[config.mk]
export PLATFORM = sky130hd
export DESIGN_NAME = soc_it_axi_master
export DESIGN_NICKNAME = d
export VERILOG_FILES = /design/src/rtl/soc_it_axi_pkg.sv /design/src/rtl/soc_it_burst_splitter.sv /design/src/rtl/soc_it_axi_master.sv
export SDC_FILE = /design/constraint.sdc
export NUM_CORES = 1
export LEC_CHECK = 0
export BUFFER_PORTS_ARGS = -buffer_cell sky130_fd_sc_hd__buf_2
export CORE_ASPECT_RATIO = 1.4
export CORE_MARGIN = 5
export CORE_UTILIZATION = 33
export CTS_CLUSTER_DIAMETER = 120
export CTS_CLUSTER_SIZE = 24
export DETAILED_ROUTE_END_ITERATION = 12
export GPL_TIMING_DRIVEN = 1
export PLACE_DENSITY = 0.61
export SYNTH_ARGS = -nofsm -noshare
export SYNTH_HDL_FRONTEND = slang
export SYNTH_SLANG_ARGS = --single-unit
[constraint.sdc]
create_clock -name clk_i -period 8.51 [get_ports clk_i]
set_input_delay 0.4255 -clock clk_i [delete_from_list [all_inputs] [get_ports clk_i]]
set_output_delay 0.4255 -clock clk_i [all_outputs]
set_load 0.02 [all_outputs]
[src/rtl/soc_it_axi_pkg.sv]
// Shared types and constants for the SoC-IT to AXI4 master control path.
// The descriptor struct mirrors the xfer_params bit layout, LSB first: addr, len, rnw, start.
package soc_it_axi_pkg;

  localparam int ADDR_W = 64;
  localparam int LEN_W  = 13;

  localparam int DESC_ADDR_LSB  = 0;
  localparam int DESC_LEN_LSB   = ADDR_W;
  localparam int DESC_RNW_BIT   = ADDR_W + LEN_W;
  localparam int DESC_START_BIT = ADDR_W + LEN_W + 1;
  localparam int DESC_W         = ADDR_W + LEN_W + 2;

  typedef struct packed {
    logic              start;
    logic              rnw;
    logic [LEN_W-1:0]  len;
    logic [ADDR_W-1:0] addr;
  } desc_t;

  typedef enum logic [2:0] {
    ST_IDLE,
    ST_ADDR,
    ST_WDATA,
    ST_WRESP,
    ST_RDATA
  } state_e;

  localparam logic [1:0] AXI_BURST_INCR = 2'b01;
  localparam logic [1:0] AXI_RESP_OKAY  = 2'b00;
  localparam int         BOUNDARY_4K    = 4096;
  localparam int         MAX_BEATS      = 256;

  function automatic int beat_size(input int width);
    return width / 8;
  endfunction

endpackage

[src/rtl/soc_it_burst_splitter.sv]
// Sizes the next AXI INCR burst so it stays inside one 4 KB page and within 256 beats,
// and returns the address and remaining beat count for the burst after it.
module soc_it_burst_splitter
  import soc_it_axi_pkg::*;
#(
  parameter int ADDR_W  = 64,
  parameter int BEATS_W = 13,
  parameter int BB_LOG2 = 4
) (
  input  logic [ADDR_W-1:0]  addr_i,
  input  logic [BEATS_W-1:0] beats_i,
  output logic [7:0]         len_o,
  output logic [ADDR_W-1:0]  next_addr_o,
  output logic [BEATS_W-1:0] next_beats_o
);

  localparam int W = (BEATS_W > 13) ? BEATS_W : 13;

  logic [W-1:0] room;
  logic [W-1:0] n;

  always_comb begin
    // NOTE: every combinational output gets a value on every path first, so no latch is inferred.
    room = W'((BOUNDARY_4K - int'(addr_i[11:0])) >> BB_LOG2);
    n    = W'(beats_i);
    if (n > W'(MAX_BEATS)) n = W'(MAX_BEATS);
    if (n > room)          n = room;
  end

  assign len_o        = 8'(n - W'(1));
  assign next_addr_o  = addr_i + (ADDR_W'(n) << BB_LOG2);
  assign next_beats_o = beats_i - BEATS_W'(n);

endmodule

[src/rtl/soc_it_axi_master.sv]
// AXI4 master control path: takes one SoC-IT descriptor, issues page-safe INCR bursts one at a
// time, and steers the W/R beat handshakes between the SoC-IT stream and AXI.
module soc_it_axi_master
  import soc_it_axi_pkg::*;
#(
  parameter int C_DATA_WIDTH        = 128,
  parameter int C_SLV_ADDRESS_WIDTH = 64,
  parameter int C_SLV_BURST_LENGTH  = 13,
  parameter int XFER_PARAMS_WIDTH   = C_SLV_ADDRESS_WIDTH + C_SLV_BURST_LENGTH + 2
) (
  input  logic                           clk_i,
  input  logic                           rst_ni,
  input  logic [XFER_PARAMS_WIDTH-1:0]   xfer_params_i,
  input  logic                           xfer_params_req_i,
  output logic                           xfer_params_ack_o,
  input  logic                           soc_it_wvalid_i,
  output logic                           soc_it_wready_o,
  input  logic                           soc_it_wlast_i,
  output logic                           soc_it_rvalid_o,
  input  logic                           soc_it_rready_i,
  output logic                           soc_it_rlast_o,
  output logic [C_SLV_ADDRESS_WIDTH-1:0] m_axi_awaddr,
  output logic [7:0]                     m_axi_awlen,
  output logic [2:0]                     m_axi_awsize,
  output logic [1:0]                     m_axi_awburst,
  output logic                           m_axi_awvalid,
  input  logic                           m_axi_awready,
  output logic [C_SLV_ADDRESS_WIDTH-1:0] m_axi_araddr,
  output logic [7:0]                     m_axi_arlen,
  output logic [2:0]                     m_axi_arsize,
  output logic [1:0]                     m_axi_arburst,
  output logic                           m_axi_arvalid,
  input  logic                           m_axi_arready,
  output logic                           m_axi_wvalid,
  input  logic                           m_axi_wready,
  output logic                           m_axi_wlast,
  input  logic                           m_axi_bvalid,
  output logic                           m_axi_bready,
  input  logic [1:0]                     m_axi_bresp,
  input  logic                           m_axi_rvalid,
  output logic                           m_axi_rready,
  input  logic                           m_axi_rlast,
  input  logic [1:0]                     m_axi_rresp,
  output logic                           busy_o,
  output logic                           err_o
);

  localparam int A       = C_SLV_ADDRESS_WIDTH;
  localparam int L       = C_SLV_BURST_LENGTH;
  localparam int BB      = beat_size(C_DATA_WIDTH);
  localparam int BB_LOG2 = $clog2(BB);

  desc_t          desc_in;
  logic           unused_start;
  logic [A-1:0]   desc_addr;
  logic [L-1:0]   desc_beats;

  state_e         state_q, state_d;
  logic [A-1:0]   addr_q, addr_d, next_addr_q, next_addr_d;
  logic [L-1:0]   beats_left_q, beats_left_d;
  logic [7:0]     len_q, len_d, beat_cnt_q, beat_cnt_d;
  logic           rnw_q, rnw_d, err_flag_q, err_flag_d;
  logic           ack_q, ack_d, busy_q, busy_d, err_q, err_d;
  logic           awvalid_q, awvalid_d, arvalid_q, arvalid_d;

  logic [A-1:0]   split_addr, split_next_addr;
  logic [L-1:0]   split_beats, split_next_beats;
  logic [7:0]     split_len;
  logic           w_phase, r_phase, w_hs, r_hs, burst_last, desc_last;
  logic           launch, burst_done;

  assign desc_in      = desc_t'(xfer_params_i);
  assign unused_start = desc_in.start;
  assign desc_addr    = desc_in.addr & ~A'(BB - 1);
  assign desc_beats   = desc_in.len >> BB_LOG2;

  // While idle the splitter sizes the first burst straight from the incoming descriptor.
  assign split_addr  = (state_q == ST_IDLE) ? desc_addr  : next_addr_q;
  assign split_beats = (state_q == ST_IDLE) ? desc_beats : beats_left_q;

  soc_it_burst_splitter #(
    .ADDR_W  (A),
    .BEATS_W (L),
    .BB_LOG2 (BB_LOG2)
  ) u_splitter (
    .addr_i       (split_addr),
    .beats_i      (split_beats),
    .len_o        (split_len),
    .next_addr_o  (split_next_addr),
    .next_beats_o (split_next_beats)
  );

  assign w_phase    = (state_q == ST_WDATA);
  assign r_phase    = (state_q == ST_RDATA);
  assign burst_last = (beat_cnt_q == len_q);
  assign desc_last  = burst_last && (beats_left_q == '0);

  assign m_axi_wvalid    = w_phase & soc_it_wvalid_i;
  assign soc_it_wready_o = w_phase & m_axi_wready;
  assign m_axi_wlast     = w_phase & burst_last;
  assign m_axi_bready    = (state_q == ST_WRESP);
  assign m_axi_rready    = r_phase & soc_it_rready_i;
  assign soc_it_rvalid_o = r_phase & m_axi_rvalid;
  assign soc_it_rlast_o  = r_phase & m_axi_rlast & (beats_left_q == '0);
  assign w_hs            = m_axi_wvalid & m_axi_wready;
  assign r_hs            = soc_it_rvalid_o & m_axi_rready;

  assign m_axi_awaddr  = addr_q;
  assign m_axi_awlen   = len_q;
  assign m_axi_awsize  = 3'(BB_LOG2);
  assign m_axi_awburst = AXI_BURST_INCR;
  assign m_axi_awvalid = awvalid_q;
  assign m_axi_araddr  = addr_q;
  assign m_axi_arlen   = len_q;
  assign m_axi_arsize  = 3'(BB_LOG2);
  assign m_axi_arburst = AXI_BURST_INCR;
  assign m_axi_arvalid = arvalid_q;

  assign xfer_params_ack_o = ack_q;
  assign busy_o            = busy_q;
  assign err_o             = err_q;

  always_comb begin
    state_d      = state_q;
    addr_d       = addr_q;
    next_addr_d  = next_addr_q;
    beats_left_d = beats_left_q;
    len_d        = len_q;
    beat_cnt_d   = beat_cnt_q;
    rnw_d        = rnw_q;
    err_flag_d   = err_flag_q;
    busy_d       = busy_q;
    awvalid_d    = awvalid_q;
    arvalid_d    = arvalid_q;
    ack_d        = 1'b0;
    err_d        = 1'b0;
    launch       = 1'b0;
    burst_done   = 1'b0;

    unique case (state_q)
      ST_IDLE: begin
        // ack_q guards against re-accepting the same request while it is still held high.
        if (xfer_params_req_i && !ack_q) begin
          ack_d      = 1'b1;
          rnw_d      = desc_in.rnw;
          err_flag_d = |(desc_in.len & L'(BB - 1));
          if (desc_beats == '0) err_d = 1'b1;
          else begin
            busy_d = 1'b1;
            launch = 1'b1;
          end
        end
      end
      ST_ADDR: begin
        if (awvalid_q && m_axi_awready) begin
          awvalid_d = 1'b0;
          state_d   = ST_WDATA;
        end else if (arvalid_q && m_axi_arready) begin
          arvalid_d = 1'b0;
          state_d   = ST_RDATA;
        end
      end
      ST_WDATA: begin
        if (w_hs) begin
          if (soc_it_wlast_i != desc_last) err_flag_d = 1'b1;
          if (burst_last) begin
            beat_cnt_d = '0;
            state_d    = ST_WRESP;
          end else beat_cnt_d = beat_cnt_q + 8'd1;
        end
      end
      ST_WRESP: begin
        if (m_axi_bvalid) begin
          if (m_axi_bresp != AXI_RESP_OKAY) err_flag_d = 1'b1;
          burst_done = 1'b1;
        end
      end
      ST_RDATA: begin
        if (r_hs) begin
          if (m_axi_rresp != AXI_RESP_OKAY || m_axi_rlast != burst_last) err_flag_d = 1'b1;
          if (burst_last) begin
            beat_cnt_d = '0;
            burst_done = 1'b1;
          end else beat_cnt_d = beat_cnt_q + 8'd1;
        end
      end
      default: state_d = ST_IDLE;
    endcase

    if (burst_done) begin
      if (beats_left_q != '0) launch = 1'b1;
      else begin
        state_d = ST_IDLE;
        busy_d  = 1'b0;
        err_d   = err_flag_d;
      end
    end

    if (launch) begin
      state_d      = ST_ADDR;
      addr_d       = split_addr;
      len_d        = split_len;
      next_addr_d  = split_next_addr;
      beats_left_d = split_next_beats;
      awvalid_d    = !rnw_d;
      arvalid_d    = rnw_d;
    end
  end

  always_ff @(posedge clk_i or negedge rst_ni) begin
    // NOTE: flops take non-blocking assignments so every register samples pre-edge values.
    if (!rst_ni) begin
      state_q      <= ST_IDLE;
      addr_q       <= '0;
      next_addr_q  <= '0;
      beats_left_q <= '0;
      len_q        <= '0;
      beat_cnt_q   <= '0;
      rnw_q        <= 1'b0;
      err_flag_q   <= 1'b0;
      ack_q        <= 1'b0;
      busy_q       <= 1'b0;
      err_q        <= 1'b0;
      awvalid_q    <= 1'b0;
      arvalid_q    <= 1'b0;
    end else begin
      state_q      <= state_d;
      addr_q       <= addr_d;
      next_addr_q  <= next_addr_d;
      beats_left_q <= beats_left_d;
      len_q        <= len_d;
      beat_cnt_q   <= beat_cnt_d;
      rnw_q        <= rnw_d;
      err_flag_q   <= err_flag_d;
      ack_q        <= ack_d;
      busy_q       <= busy_d;
      err_q        <= err_d;
      awvalid_q    <= awvalid_d;
      arvalid_q    <= arvalid_d;
    end
  end

endmodule

# After elaboration in Yosys (flattened, before gate mapping)
# Index checks and enable logic that the tools add are counted.
[op_classes]
n_bitwise = 9
n_addsub = 5
n_lt_le_gt_ge = 2
mux = 54
n_eq_ne = 10
reduce_logical = 22
[ops]
columns = ["op", "count"]
rows = [
  ["$add A64 B17 Y64", 1],
  ["$mux W64", 1],
  ["$mux W13", 3],
  ["$mux W1", 36],
  ["$logic_not A13 Y1", 2],
  ["$mux W8", 3],
  ["$mux W3", 7],
  ["$pmux W8 S2", 1],
  ["$sub A13 B12 Y14 const A", 1],
  ["$gt A13 B13 Y1", 1],
  ["$gt A13 B9 Y1 const B", 1],
  ["$reduce_bool A13 Y1", 1],
  ["$sub A13 B13 Y13", 1],
  ["$reduce_bool A2 Y1", 6],
  ["$and A1 B1 Y1", 9],
  ["$pmux W3 S3", 1],
  ["$add A8 B1 Y8 const B", 1],
  ["$eq A8 B8 Y1", 1],
  ["$sub A8 B1 Y8 const B", 1],
  ["$eq A3 B2 Y1 const B", 2],
  ["$reduce_and A3 Y1", 2],
  ["$logic_and A1 B1 Y1", 4],
  ["$ne A2 B1 Y1 const B", 2],
  ["$pmux W1 S4", 1],
  ["other kinds (11)", 13],
]
[word_totals]
output_inout_bits = 166
regBits = 167
word_cells = 115
input_bits = 95

# Logic depth before layout (Yosys ltp)
[depth]
ltp_word = 8
mapped_depth = 26
depth_no_buf = 23

# Modules after synthesis
# From an unflattened synthesis, not the netlist that was laid out.
[unflattened]
hier_cells = 1054
area_unflattened_um2 = 11686.2
[by_module_without_submodules]
columns = ["module", "seq_area_each_um2", "cells_each", "area_each_um2", "instances"]
rows = [
  ["soc_it_axi_master", 4179.0, 617, 8587.0, 1],
  ["soc_it_burst_splitter", 0.0, 437, 3099.2, 1],
]

# Worst setup path before layout
# Ideal clock, no wire load.
[synth_timing]
path_kind = "reg2reg"
startpoint = "register, netlist name m_axi_araddr[3]"
endpoint = "register next_addr_q[54]"
arrival_ns = 5.624
period_less_slack_ns = 5.714
stages_incl_launch_ff = 25
slack_ns = 2.796
setup_ns = 0.090
required_time_ns = 8.420
n_path_buf = 2
path_cell_list = "dfrtp_1 > or4_4 > buf_6 > nor4_1 > a21oi_1 > nor2_1 > xnor2_1 > ha_1 > and3_1 > nand3_1 > or2_2 > o21ai_1 > clkbuf_1 > nand2_1 > o21ai_0 > inv_1 > fa_1 > nand2b_1 > a21o_1 > a21oi_1 > o211ai_2 > a21boi_4 > nand4_1 > or4b_1 > o2111ai_1"
[synth_lines]
columns = ["element", "line_no", "source"]
rows = [
  ["end signal, assigned", "soc_it_axi_master.sv:229", "next_addr_q <= next_addr_d;"],
  ["end, declared", "soc_it_axi_master.sv:59", "logic [A-1:0] addr_q, addr_d, next_addr_q, next_addr_d;"],
]

# Worst setup path in the final report
[layout_timing]
startpoint = "register state_q[0]"
endpoint = "register next_addr_q[54]"
[layout_between]
elab_chain_cells = 7
elab_cells_between_ends = 19
classes_between = "add/sub: 2; order compare: 2; eq/ne: 2; mux: 9; bitwise: 3; reduce/logical: 1"
[layout_lines]
columns = ["element", "line_no", "source"]
rows = [
  ["start, declared", "soc_it_axi_master.sv:58", "state_e state_q, state_d;"],
  ["start signal, assigned", "soc_it_axi_master.sv:227", "state_q <= state_d;"],
  ["$logic_not A3 Y1", "soc_it_axi_master.sv:78, soc_it_axi_master.sv:79, soc_it_axi_master.sv:140", ""],
  ["$mux W13", "soc_it_axi_master.sv:79", "assign split_beats = (state_q == ST_IDLE) ? desc_beats : beats_left_q;"],
  ["$gt A13 B9 Y1", "soc_it_burst_splitter.sv:26", "if (n > W'(MAX_BEATS)) n = W'(MAX_BEATS);"],
  ["$mux W13", "soc_it_burst_splitter.sv:26", ""],
  ["$gt A13 B13 Y1", "soc_it_burst_splitter.sv:27", "if (n > room) n = room;"],
  ["$mux W13", "soc_it_burst_splitter.sv:27", ""],
  ["$add A64 B17 Y64", "soc_it_burst_splitter.sv:31", "assign next_addr_o = addr_i + (ADDR_W'(n) << BB_LOG2);"],
]
# Several ways; a longest one is shown, not always the timed one.
# A chain may end at the register's enable or synchronous reset.

==> flow_metrics.tcl <==
set metrics [dict create \
    h-tree-depth 4 \
    fin_nets 1761 \
    synth_cell_types 93 \
    ys_ff_latch 163 \
    cap_violations 0 \
    path_class "register to register" \
    finalHoldViolCount 0 \
    critPathMaxStageDelay_ns 0.62 \
    first_global_vias 11051 \
    first_pass_iters 5 \
    synthTopCellsByArea "dfrtp_1, nand2_1, buf_4, a21oi_1, nor2_1" \
    ir_drop_mv 0.115 \
    ys_top_cells_by_count "nand2_1, dfrtp_1, nor2_1, a21oi_1, buf_4" \
    start_util_pct 33.5 \
    ctsResizeCount 0 \
    path_depth 24 \
    synth_seq_area_share_pct 33.1 \
    crit_chain "or3_4 -> nor4_1 -> a21oi_1 -> nor2_1 -> xnor2_1 -> ha_1 -> and3_1 -> nand3_1 -> or2_2 -> o21ai_1 -> buf_4 -> mux2i_1 -> inv_1 -> ha_1 -> inv_1 -> fa_1 -> nand2b_1 -> a21o_1 -> a21oi_1 -> o211ai_2 -> a21boi_4 -> nand4_1 -> or4b_1 -> o2111ai_1" \
    wl_per_cell_microns 17.3 \
    clk_latency_ns 0.46 \
    worstMarginPinSlew_ns 0.984 \
    synth.cell_area_sq_um 12300 \
    rows 83 \
    cts_tree "yes" \
    grt_use_total_pct 17.1 \
    skew_ns 0.0150 \
    ys_async_sr_fraction_pct 100 \
    power.density_nw_per_um2 118 \
    fmax_mhz 147 \
    crit_family "simple AND/OR/NAND/NOR gates" \
    clkSinkCount 163 \
    synthCells 1495 \
    fin_crit_ns 6.81 \
    die_w_microns 173 \
    vias_per_cell 5.32 \
    hpwlAfterDp_mm 26.7 \
    leakage_nw 6.86 \
    synth_ff_type "dfrtp_1" \
    avgSynthCellArea_sq_um 8.24 \
    synth_warnings 0 \
    finalSetupViolCount 0 \
    critPathLaunchType "register" \
    drv_slew 0 \
    grt_pass1_wl_mm 57.6 \
    cp-end-kind "register" \
    ioPinCount 261 \
    post-route-period-util_pct 80.0 \
    die_h_microns 239 \
    finalSetupTns_ns 0 \
    antenna_found_initial 0 \
    placed_cell_area_sq_um 13300 \
    r2r_cells 24 \
    arrival_ns 7.17 \
    crit_slowest_cell "or3_4" \
    vias 11202 \
    path_clk_slew_ns 0.07 \
    coreArea_sq_um 36800 \
    numCtsBuffers 17 \
    rsz0062_at_grt "no" \
    crit_buf_inv 3 \
    final_area_sq_um 13900 \
    status "finished clean" \
    slew_headroom_pct 34.4 \
    overflow 0 \
    first_iter_violations 731 \
    yosysTopAreaCellShare_pct 33.1 \
    dieArea_sq_um 41300 \
    yosysTopAreaCell "dfrtp_1" \
    synth-edff-count 0 \
    ctsLongestPathBuffers 2 \
    grt_max_degree 163 \
    cp.required_ns 8.87 \
    syn_to_final_growth_pct 12.8 \
    cts-root-buf "clkbuf_16" \
    ant_nets 0 \
    gp_congestion 0.913 \
    hold_buffers 0 \
    detail_route.wirelength_mm 36.4 \
    hp-class "primary input to asynchronous set/reset pin" \
    drc 0 \
    synth.most_common_cell "nand2_1" \
    crit_fanout 21 \
    postCtsSetupBuffers 0 \
    portBuffers 245 \
    drive_gt1_share_pct 21.5 \
    n_antenna_cell 0 \
]
-- metal layers --
layer | wire length, microns | track usage, % | vias up
met5 | 0 | 0 | -
met4 | 857 | 6.32 | 0
met3 | 1240 | 2.52 | 49
met2 | 20000 | 33.4 | 251
met1 | 14300 | 18.8 | 5408
li1 | - | - | 5494
-- final cells by class --
cell class                      instances  area, sq um
Clock buffer                           20          457
Clock inverter                         11          129
Fill cell                            3839        22900
Inverter                               47          176
Multi-Input combinational cell       1140         7110
Sequential cell                       163         4080
Tap cell                              467          584
Timing Repair Buffer                  259         1350
-- logic make-up (layout without fill, tap and decap cells) --
logic type	count (synthesis)	in the layout	share of synthesized area, %
AND/OR/NAND/NOR	584	584	23.4
flip-flops	163	163	33.1
other	2	17	0.0610
AO/OA/AOI/OAI	383	383	20.4
adder cells (fa/ha/maj)	38	38	3.98
XOR/XNOR	44	44	3.13
multiplexers	74	74	6.21
buffers and inverters	207	337	9.69
-- registers in the layout (all words and copies together) (netlist names) --
| register | count |
|---|---|
| beat_cnt_q | 8 |
| err_flag_q | 1 |
| m_axi_arlen | 8 |
| m_axi_awvalid | 1 |
| rnw_q | 1 |
| xfer_params_ack_o | 1 |
| next_addr_q | 60 |
| m_axi_araddr | 64 |
| err_o | 1 |
| beats_left_q | 13 |
| m_axi_arvalid | 1 |
| state_q | 3 |
| busy_o | 1 |
-- worst paths after layout --
check	startpoint	end	slack, ns
max	state_q[0]	next_addr_q[54]	1.70
min	rst_ni	m_axi_araddr[57]	0.11
max reg2reg	state_q[0]	next_addr_q[54]	1.70
min reg2reg	next_addr_q[22]	next_addr_q[22]	0.49
max in group asynchronous	rst_ni	next_addr_q[13]	6.95
min in group clk_i	xfer_params_i[77]	rnw_q	0.22
-- power breakdown --
part	internal, mW	total [mW]	switching (mW)
Combinational	0.0228	0.0696	0.0468
Sequential	0.774	0.774	0
Clock	0.448	0.802	0.354
-- layout by cell type, fill, tap and decap left out, drive strengths merged, types with 34 or more instances in the layout --
cell type and instances:
o21ai 79, inv 49, a21oi 126, ha 36, buf 259, nor2 152, mux2i 55, nand3 52
nand2 200, a31oi 48, and2 34, dfrtp 163
-- stage by stage --
step           cells  utilization [%]  worst slack [ns]  hold slack [ns]  total power [mW]
6_report        2107             37.8              1.70            0.114              1.65
5_1_grt         2107             37.8              1.26            0.198              1.70
4_1_cts         2107             37.8              1.72            0.139              1.67
3_5_place_dp    2076             36.2              1.77            0.470             0.860
3_3_place_gp    2076             36.2              1.89            0.461             0.859
2_1_floorplan   1510                -              2.80            0.130             0.810
(Power assumes the default switching activity.)
